===== config.mk =====
export PLATFORM = sky130hd
export DESIGN_NAME = uart_rx
export DESIGN_NICKNAME = d
export VERILOG_FILES = /design/src/rtl/uart_pkg.sv /design/src/rtl/uart_rx_sync.sv /design/src/rtl/uart_rx.sv
export SDC_FILE = /design/constraint.sdc
export NUM_CORES = 1
export LEC_CHECK = 0
export CELL_PAD_IN_SITES_DETAIL_PLACEMENT = 1
export CELL_PAD_IN_SITES_GLOBAL_PLACEMENT = 2
export CORE_ASPECT_RATIO = 1.1
export CORE_UTILIZATION = 41
export DETAILED_ROUTE_END_ITERATION = 8
export GPL_ROUTABILITY_DRIVEN = 0
export HOLD_SLACK_MARGIN = 0.1
export PLACE_DENSITY = 0.81
export SKIP_CTS_REPAIR_TIMING = 1
export SLEW_MARGIN = 10
export SYNTH_ARGS = -nofsm -noshare
export SYNTH_HDL_FRONTEND = slang
export SYNTH_SLANG_ARGS = --single-unit

===== constraint.sdc =====
create_clock -name clk -period 3.7 [get_ports clk]
set_input_delay 0.74 -clock clk [delete_from_list [all_inputs] [get_ports clk]]
set_output_delay 0.74 -clock clk [all_outputs]
set_load 0.05 [all_outputs]

===== src/rtl/uart_pkg.sv =====
// Shared UART definitions: FSM state encoding and default bit timing.
// Used by both the receiver and the transmitter.
package uart_pkg;

    localparam int UART_CLK_BIT = 625;

    typedef enum logic [1:0] {
        IDLE  = 2'b00,
        START = 2'b01,
        DATA  = 2'b10,
        STOP  = 2'b11
    } uart_state_t;

endpackage


===== src/rtl/uart_rx_sync.sv =====
// Two-flop synchronizer for the asynchronous serial line.
// Presets to 1 so the line looks idle during and right after reset.
module uart_rx_sync (
    input  logic clk,
    input  logic rst,
    input  logic d,
    output logic q
);

    logic s1;

    // Double-register the async input; preset both stages to idle-high.
    always_ff @(posedge clk or negedge rst) begin
        if (!rst) begin
            s1 <= 1'b1;
            q  <= 1'b1;
        end else begin
            s1 <= d;
            q  <= s1;
        end
    end

endmodule


===== src/rtl/uart_rx.sv =====
// 8N1 UART receiver, LSB first, mid-bit sampling.
// Break conditions report one framing error, then wait for idle.
module uart_rx
    import uart_pkg::*;
#(
    parameter int CLK_BIT = UART_CLK_BIT
) (
    input  logic       clk,
    input  logic       rst,
    input  logic       rxd,
    output logic [7:0] data,
    output logic       valid,
    output logic       frame_err,
    output logic       busy
);

    localparam logic [15:0] HALF_M1 = 16'(CLK_BIT / 2 - 1);
    localparam logic [15:0] BIT_M1  = 16'(CLK_BIT - 1);

    uart_state_t state;
    uart_state_t nstate;

    logic        rx_s;
    logic [15:0] cnt;
    logic [2:0]  idx;
    logic [7:0]  sreg;
    logic        brk;

    logic        bit_end;
    logic        data_samp;
    logic        stop_samp;

    uart_rx_sync u_sync (
        .clk (clk),
        .rst (rst),
        .d   (rxd),
        .q   (rx_s)
    );

    // Next-state logic and sample strobes.
    always_comb begin
        nstate    = state;
        bit_end   = 1'b0;
        data_samp = 1'b0;
        stop_samp = 1'b0;
        unique case (state)
            IDLE: begin
                if (!rx_s && !brk) nstate = START;
            end
            START: begin
                if (cnt == HALF_M1) begin
                    bit_end = 1'b1;
                    nstate  = rx_s ? IDLE : DATA;
                end
            end
            DATA: begin
                if (cnt == BIT_M1) begin
                    bit_end   = 1'b1;
                    data_samp = 1'b1;
                    if (idx == 3'd7) nstate = STOP;
                end
            end
            STOP: begin
                if (cnt == BIT_M1) begin
                    bit_end   = 1'b1;
                    stop_samp = 1'b1;
                    nstate    = IDLE;
                end
            end
            default: nstate = IDLE;
        endcase
    end

    // State register.
    always_ff @(posedge clk or negedge rst) begin
        if (!rst) state <= IDLE;
        else      state <= nstate;
    end

    // Bit-period counter: clears on state change or at each sample.
    always_ff @(posedge clk or negedge rst) begin
        if (!rst)                             cnt <= '0;
        else if (nstate != state || bit_end)  cnt <= '0;
        else if (state != IDLE)               cnt <= cnt + 16'd1;
    end

    // Bit index and shift register for the data bits.
    always_ff @(posedge clk or negedge rst) begin
        if (!rst) begin
            idx  <= '0;
            sreg <= '0;
        end else if (state == START) begin
            idx <= '0;
        end else if (data_samp) begin
            sreg[idx] <= rx_s;
            idx       <= idx + 3'd1;
        end
    end

    // Registered result pulses and the output data holding register.
    always_ff @(posedge clk or negedge rst) begin
        if (!rst) begin
            data      <= '0;
            valid     <= 1'b0;
            frame_err <= 1'b0;
        end else begin
            valid     <= stop_samp && rx_s;
            frame_err <= stop_samp && !rx_s;
            if (stop_samp && rx_s) data <= sreg;
        end
    end

    // After a framing error, hold off new starts until the line idles.
    always_ff @(posedge clk or negedge rst) begin
        if (!rst)                     brk <= 1'b0;
        else if (stop_samp && !rx_s)  brk <= 1'b1;
        else if (rx_s)                brk <= 1'b0;
    end

    assign busy = (state != IDLE);

endmodule

==> impl_metrics.json <==
{
  "status": "complete, no violations",
  "synth_edf_count": 0,
  "detail_route.wl_per_cell_um": 17.8,
  "slew_violations": 0,
  "clkSlewWorstSetupHoldPaths_ns": 0.09,
  "yosys_register_bits": 42,
  "ys_seq_area_share_pct": 49.2,
  "dr_total_vias": 1585,
  "skew_ns": 0.00847,
  "ys_types": 50,
  "grt-ovfl-total": 0,
  "whs_path_depth": 0,
  "place_ws_ns": 1.13,
  "via_per_inst": 5.78,
  "hold_viol": 0,
  "syn_area_sq_um": 2140,
  "rsz0062_at_grt": "no",
  "finish.utilization_pct": 47.7,
  "timing.critical_path.fanout_max": 19,
  "finalWirelength_mm": 4.88,
  "final_cell_mix": "dfrtp_1, nor3_1, nor2_1",
  "p_leak_nw": 1.05,
  "ant_nets": 0,
  "die_h_um": 77.8,
  "worst_slew_pin_slew_ns": 0.939,
  "start_util_pct": 42.6,
  "syn_inst": 202,
  "rows": 27,
  "worstSetupPathType": "register to output port",
  "worstHoldEndpoint": "u_sync.q",
  "grt_max_degree": 43,
  "drive_above_1_share_pct": 17.1,
  "grt_use_met1_pct": 22.0,
  "use_met3_pct": 3.90,
  "design.core.area_sq_um": 5030,
  "fp.dieW_um": 70.9,
  "slew_headroom_pct": 37.4,
  "avgSynthCellArea_sq_um": 10.6,
  "die_area_sq_um": 5520,
  "top_usage_layer": "met2",
  "clock_path_buffers": 2,
  "numPortBuffers": 13,
  "period_minus_slack_ns": 2.92,
  "startpoint_type": "register",
  "rr_startpoint": "cnt[13]",
  "cp-end-kind": "output port",
  "synthArstFlopShare_pct": 100,
  "use_met2_pct": 36.8,
  "power.total_mw": 0.789,
  "num_io_pins": 14,
  "cts_made_buffers": 5,
  "whs_ns": 0.362,
  "drt_first_pass_iters": 6,
  "synth_top_flop_cell": "dfrtp_1",
  "grt_first_pass_wirelength_mm": 8.47,
  "area_growth_pct": 12.0,
  "layout_commonest_cell": "dfrtp_1",
  "drc": 0,
  "cts-htree-levels": 2,
  "clkLatencyLatePin_ns": 0.30,
  "cts_tree": "built",
  "grt_pass1_vias": 1754,
  "clock_sinks": 42,
  "peakVddDrop_mv": 0.239,
  "fin_ws_ns": 0.777,
  "placed_area_sq_um": 2310,
  "holdCritPathClass": "register to register",
  "postLayoutCellArea_sq_um": 2400,
  "yosysWarnings": 0,
  "max_freq_mhz": 342,
  "instances_no_fill": 274,
  "cts-root-buf": "clkbuf_8",
  "placed_cells": 266,
  "hp-start": "u_sync.s1",
  "diodes": 0,
  "setup_violations": 0,
  "max_cap_viol_count": 0,
  "dp_hpwl_mm": 3.51,
  "r2r-end": "cnt[6]",
  "drtIter0Drc": 65,
  "reg2reg_slack_ns": 1.33,
  "synth_nets": 209,
  "nNetsFinal": 222,
  "crit_required_ns": 2.96,
  "reg2regPathDepth": 4,
  "post-route-period-util_pct": 79.0,
  "powerDensity_nw_per_um2": 328,
  "antenna_found_initial": 0,
  "tns_ns": 0,
  "gr-usage-all-layers_pct": 19.7,
  "arrival_ns": 2.18
}
[worst max path at each step]
stage	startpoint	end	slack, ns	cells after the start
floorplan	cnt[13]	data[0]	1.80	5
global placement	state[0]	busy	1.16	3
detailed placement	state[0]	busy	1.13	3
CTS	state[0]	busy	0.78	3
global route	state[0]	busy	0.64	3
finish	state[0]	busy	0.78	3
[critical path, stage by stage (launching register included)]
cell and delay [ns]:
dfrtp_1 0.70, nor2_1 0.18, inv_1 0.18, clkdlybuf4s50_1 0.83
[cell type report]
type	instances	area, sq um
Sequential cell	42	1050
Tap cell	58	72.6
Clock buffer	5	68.8
Timing Repair Buffer	15	140
Clock inverter	3	25.0
Multi-Input combinational cell	139	996
Fill cell	558	2630
Inverter	12	45.0
[routing by layer]
metal | up-vias | wire [um]
met1 | 807 | 2090
met4 | 0 | 85
met3 | 10 | 99
met5 | - | 0
li1 | 748 | -
met2 | 20 | 2610
[report_power, final]
group	total, mW	switching [mW]	internal (mW)
Combinational	0.0110	0.00941	0.00164
Clock	0.314	0.178	0.136
Sequential	0.463	0.00253	0.461
Total	0.789	0.190	0.599
[flip-flops by register name (all words and copies together) (netlist names), 2 cells and up]
register,count
cnt,16
data,8
sreg,8
idx,3
state,2
[logic make-up (layout without fill, tap and decap cells)]
| kind of cell | after synthesis | after routing | share of synthesized area (%) |
|---|---|---|---|
| AO/OA/AOI/OAI | 22 | 22 | 7.12 |
| XOR/XNOR | 11 | 11 | 4.49 |
| buffers and inverters | 21 | 35 | 4.38 |
| AND/OR/NAND/NOR | 85 | 85 | 23.3 |
| flip-flops | 42 | 42 | 49.2 |
| adder cells (fa/ha/maj) | 4 | 4 | 2.34 |
| multiplexers | 17 | 17 | 9.22 |
[Yosys cell counts (2+ instances only)]
cell type / instances / share of area [%]
xnor2_1: 10 / 4.1
mux2_2: 12 / 6.3
nand3b_1: 3 / 1.1
nand2_1: 9 / 1.6
buf_2: 3 / 0.70
o21a_1: 2 / 0.70
o22ai_1: 3 / 0.88
dfrtp_1: 40 / 47
clkbuf_1: 3 / 0.53
mux2_1: 2 / 1.1
a31oi_1: 2 / 0.58
mux2_4: 2 / 1.4
or4_4: 2 / 1.1
nand3_1: 8 / 1.9
nor4_1: 6 / 1.8
a21oi_1: 4 / 0.93
nor3_1: 23 / 5.4
inv_1: 12 / 2.1
nor2_1: 16 / 2.8
ha_1: 4 / 2.3
nand4_2: 2 / 1.2
nand4_1: 5 / 1.5
dfstp_2: 2 / 2.5
Note: power is estimated with default switching activity, not from simulation.
==> RTL change 1: new RTL, same settings <==
The 4 states of `uart_state_t` get a one-hot encoding in 4 bits.
--- a/src/rtl/uart_pkg.sv
+++ b/src/rtl/uart_pkg.sv
@@ -5,9 +5,9 @@
     localparam int UART_CLK_BIT = 625;
 
-    typedef enum logic [1:0] {
-        IDLE  = 2'b00,
-        START = 2'b01,
-        DATA  = 2'b10,
-        STOP  = 2'b11
+    typedef enum logic [3:0] {
+        IDLE  = 4'b0001,
+        START = 4'b0010,
+        DATA  = 4'b0100,
+        STOP  = 4'b1000
     } uart_state_t;
 
Check against the original RTL: same outputs for any inputs over 10 cycles, from zero or initial values and one cycle with rst low; not proved beyond that.
==> RTL change 1 against the original RTL <==
Non-clock buffer count fell by 2; hold slack got worse by 0.0035 ns; design area rose by 0.42%; cell count fell by 2.6%; sequential share of layout area rose by 1.9 points; first-iteration DRC count fell by 3.1%; area after synthesis barely moved; worst setup slack got worse by 0.18 ns; sequential cell count rose by 2; highest routed layer unchanged; wire length fell by 11%; utilization rose by 0.20 points; synthesized cell count fell by 3.0%.
Power is not compared: it rests on default switching activity, and its combinational part moved more than twofold at a synthesized area within 25%.
==> RTL change 1: results (changes against the original RTL) <==
* Via/cell ratio at 5.50 (was 5.78)
* RR Startpoint: cnt[11]$_DFFE_PN0P_ (was cnt[13]$_DFFE_PN0P_)
* Routed met2 length at 2260 um (was 2610 um)
* Share of cells above drive strength 1 at 0.158 (was 0.171)
* Vias after detailed routing at 1469 (was 1585)
* GR met2 Demand/Resource at 0.310 (was 0.368)
* Cell count after synthesis at 196 (was 202)
* Start point of the critical path: state[0]$_DFF_PN1_ (was state[0]$_DFF_PN0_)
* CP peak stage delay at 0.79 ns (was 0.83 ns)
* Met1 WL at 1910 um (was 2090 um)
* Seq/Total Area, Yosys at 0.515 (was 0.492)
* Flop-to-flop setup slack at 1.39 ns (was 1.33 ns)
* Distinct cells, synth at 42 (was 50)
* Nets at 215 (was 222)
* Largest net degree at the start of global routing at 45 (was 43)
* GRT Util Overall at 0.182 (was 0.197)
* R2r endpoint: data[0]$_DFFE_PN0P_ (was cnt[6]$_DFFE_PN0P_)
* Status: complete, no violations (unchanged)
* Synth area leaders: dfrtp_1 48%, mux2_2 7.4%, nor2_1 4.4%, xnor2_1 4.1%, dfstp_2 3.7% (was dfrtp_1 47%, mux2_2 6.3%, nor3_1 5.4%, xnor2_1 4.1%, nor2_1 2.8%)
* Worst-path maximum fanout at 12 (was 19)
* Clock Skew at 0.00944 ns (was 0.00847 ns)
* Met3 Usage GRT at 0.0429 (was 0.0390)
* Critical Path AT at 2.36 ns (was 2.18 ns)
* WL met3 at 109 um (was 99 um)
* GRT met1 Usage at 0.227 (was 0.220)
* Placed Cells at 259 (was 266)
* Starting DRC count in detailed routing at 63 (was 65)
* Number of global-route vias before repair at 1572 (was 1754)
* Synth Area in Compound Gates at 0.0449 (was 0.0712)
* Mux contribution to synthesized area at 0.0887 (was 0.0922)
* Dpl cell area at 0.00230 mm^2 (was 0.00231 mm^2)
* Synth top cells by count: 41 x dfrtp_1, 25 x nor2_1, 17 x nand2_1, 14 x mux2_2, 10 x xnor2_1 (was 40 x dfrtp_1, 23 x nor3_1, 16 x nor2_1, 12 x inv_1, 12 x mux2_2)
* Worst slack at placement at 0.937 ns (was 1.13 ns)
* Fillers at 556 (was 558)
[RTL change 1: report_power, final]
part / internal [uW] / switching (uW) / total (uW)
Sequential: 504 / 27.8 / 531
Clock: 203 / 175 / 378
Combinational: 61.9 / 132 / 194
[RTL change 1: worst min path at each step]
stage,endpoint,cells past startpoint
after global routing,u_sync.q$_DFF_PN1_,0
after detailed placement,u_sync.q$_DFF_PN1_,0
final,u_sync.q$_DFF_PN1_,0
after global placement,u_sync.q$_DFF_PN1_,0
after floorplan,u_sync.q$_DFF_PN1_,0
after CTS,u_sync.q$_DFF_PN1_,0
[RTL change 1: final cells by class]
class / instances / area [um^2] / share of cell area
Tap cell: 58 / 72.6 / 0.0301
Clock inverter: 3 / 46.3 / 0.0192
Sequential cell: 44 / 1100 / 0.458
Clock buffer: 5 / 68.8 / 0.0285
Multi-Input combinational cell: 139 / 975 / 0.404
Timing Repair Buffer: 13 / 125 / 0.0519
Inverter: 5 / 18.8 / 0.00778
==> RTL change 2: new RTL, same settings <==
Without the edit above. Register the input `rxd` before use, with the module's reset. The logic sees it one clock later.
--- a/src/rtl/uart_rx.sv
+++ b/src/rtl/uart_rx.sv
@@ -18,4 +18,14 @@
     localparam logic [15:0] BIT_M1  = 16'(CLK_BIT - 1);
 
+    logic rxd_q;
+
+    always_ff @(posedge clk or negedge rst) begin
+        if (!rst) begin
+            rxd_q <= '0;
+        end else begin
+            rxd_q <= rxd;
+        end
+    end
+
     uart_state_t state;
     uart_state_t nstate;
@@ -34,5 +44,5 @@
         .clk (clk),
         .rst (rst),
-        .d   (rxd),
+        .d   (rxd_q),
         .q   (rx_s)
     );
Behaviour: not the same (Yosys sat finds a counterexample within 4 cycles, from zero or initial values and one cycle with rst low).
==> RTL change 2 against the original RTL <==
The flow now finishes with violations (DRC); cell count is 0.36% higher; wire length is 1.5% lower; die area is 1.1% higher; worst setup slack worse by 0.0099 ns; global-route usage is 0.42 points lower; area after synthesis is 1.2% higher; design area is 0.99% higher; sequential cell count is 1 higher; total power is 0.51% higher; hold slack hardly changed; critical path depth stayed put; non-clock buffer count stayed put; largest cell class unchanged; highest routed layer unchanged.
==> RTL change 2: results (changes against the original RTL) <==
* Number of global-route vias before repair at 1671 (was 1754)
* Cell leakage power at 0.00106 uW (was 0.00105 uW)
* Synth area leaders: dfrtp_1 47%, mux2_2 6.2%, nor3_1 5.3%, xnor2_1 4.0%, nor2_1 2.8% (was dfrtp_1 47%, mux2_2 6.3%, nor3_1 5.4%, xnor2_1 4.1%, nor2_1 2.8%)
* Seq/Total Area, Yosys at 0.497 (was 0.492)
* Clk slew on worst S/H paths at 0.09 ns (about the same)
* Fillers at 537 (was 558)
* Slew headroom at 0.358 (was 0.374)
* Post-DP HPWL at 3450 um (was 3510 um)
* GRT Util Overall at 0.193 (was 0.197)
* Mux contribution to synthesized area at 0.0912 (was 0.0922)
* Vias after detailed routing at 1595 (was 1585)
* Non-Filler Instances at 275 (was 274)
* Routed WL per cell at 17.5 um (was 17.8 um)
* Starting DRC count in detailed routing at 55 (was 65)
* Status: finished, violations left (was complete, no violations)
* GRT met1 Usage at 0.220 (about the same)
* Synth top cells by count: 41 x dfrtp_1, 23 x nor3_1, 16 x nor2_1, 12 x inv_1, 12 x mux2_2 (was 40 x dfrtp_1, 23 x nor3_1, 16 x nor2_1, 12 x inv_1, 12 x mux2_2)
* Share of cells above drive strength 1 at 0.171 (about the same)
* CP peak stage delay at 0.83 ns (about the same)
* Nets at 223 (was 222)
* Async set or reset register ratio after synthesis at 1.00 (unchanged)
* Maximum vdd drop at 0.000175 V (was 0.000239 V)
* GR met2 Demand/Resource at 0.357 (was 0.368)
* Met3 Usage GRT at 0.0398 (was 0.0390)
* Placed Cells at 267 (was 266)
* Clock Skew at 0.00345 ns (was 0.00847 ns)
* Failing checks: DRC
* Adder and majority gate portion of the synthesized area at 0.0231 (was 0.0234)
* Synth Area in XOR/XNOR at 0.0444 (was 0.0450)
* Largest net degree at the start of global routing at 44 (was 43)
* DRC at 1 (was 0)
* First-pass GRT wire length at 8210 um (was 8470 um)
* Cell count after synthesis at 203 (was 202)
* Hold Path Class: register to register (unchanged)
* Synth Area in Compound Gates at 0.0704 (was 0.0712)
-- RTL change 2: cell count changes in the layout (fill, tap and decap cells not counted), sizes merged --
cell	before	now
clkinv	1	0
clkinvlp	1	2
dfrtp	40	41
-- RTL change 2: metal layers --
metal  part of all wire  up-vias
met3              0.020        4
met4              0.012        0
li1                   -      754
met1               0.41      820
met2               0.56       17
met5                  0        -
-- RTL change 2: layout make-up --
| cell class | count | area [um^2] | share of cell area |
|---|---|---|---|
| timing repair buffer | 15 | 140 | 0.0578 |
| clock inverter | 3 | 23.8 | 0.00980 |
| tap | 58 | 72.6 | 0.0299 |
| multi-input combinational | 139 | 996 | 0.411 |
| inverter | 12 | 45.0 | 0.0186 |
| clock buffer | 5 | 68.8 | 0.0284 |
| sequential | 43 | 1080 | 0.445 |
-- RTL change 2: final timing paths --
path	slack, ns	cells after the start	end	from
setup / recovery	0.77	3	busy	state[0]$_DFF_PN0_
hold / removal	0.36	0	u_sync.s1$_DFF_PN1_	rxd_q$_DFF_PN0_
setup reg to reg	1.36	4	cnt[9]$_DFFE_PN0P_	cnt[13]$_DFFE_PN0P_
hold reg to reg	0.36	0	u_sync.s1$_DFF_PN1_	rxd_q$_DFF_PN0_
max in group asynchronous	2.51	1	data[4]$_DFFE_PN0P_	rst
min in group asynchronous	0.59	1	valid$_DFF_PN0_	rst
-- RTL change 2: cell families (layout without fill, tap and decap cells) --
family                     Yosys count  after routing
and+or+nand+nor                     85             85
muxes                               17             17
buffers and inverters               21             35
xor gates and xnor gates            11             11
AOI/OAI and AO/OA                   22             22
adders and majority gates            4              4
DFF                                 43             43
-- RTL change 2: stage by stage --
step	hold slack, ns	setup WS (ns)	cell area, um^2
after CTS	0.364	0.782	2420
after global placement	0.334	1.17	2330
after global routing	0.368	0.686	2420
after detailed placement	0.344	1.11	2330
after floorplan	0.333	1.80	2170
final	0.362	0.767	2420
-- RTL change 2: report_power, final --
group          switching (uW)  total (uW)  internal, uW
Sequential               2.71         475           472
Combinational            9.59        11.3          1.69
Clock                     171         306           135
-- RTL change 2: worst max-delay path: cells and delay by family (launching register included) --
kind	cells	cell delay, ns
DFF	1	0.71
and+or+nand+nor	1	0.18
buffers and inverters	2	1.00
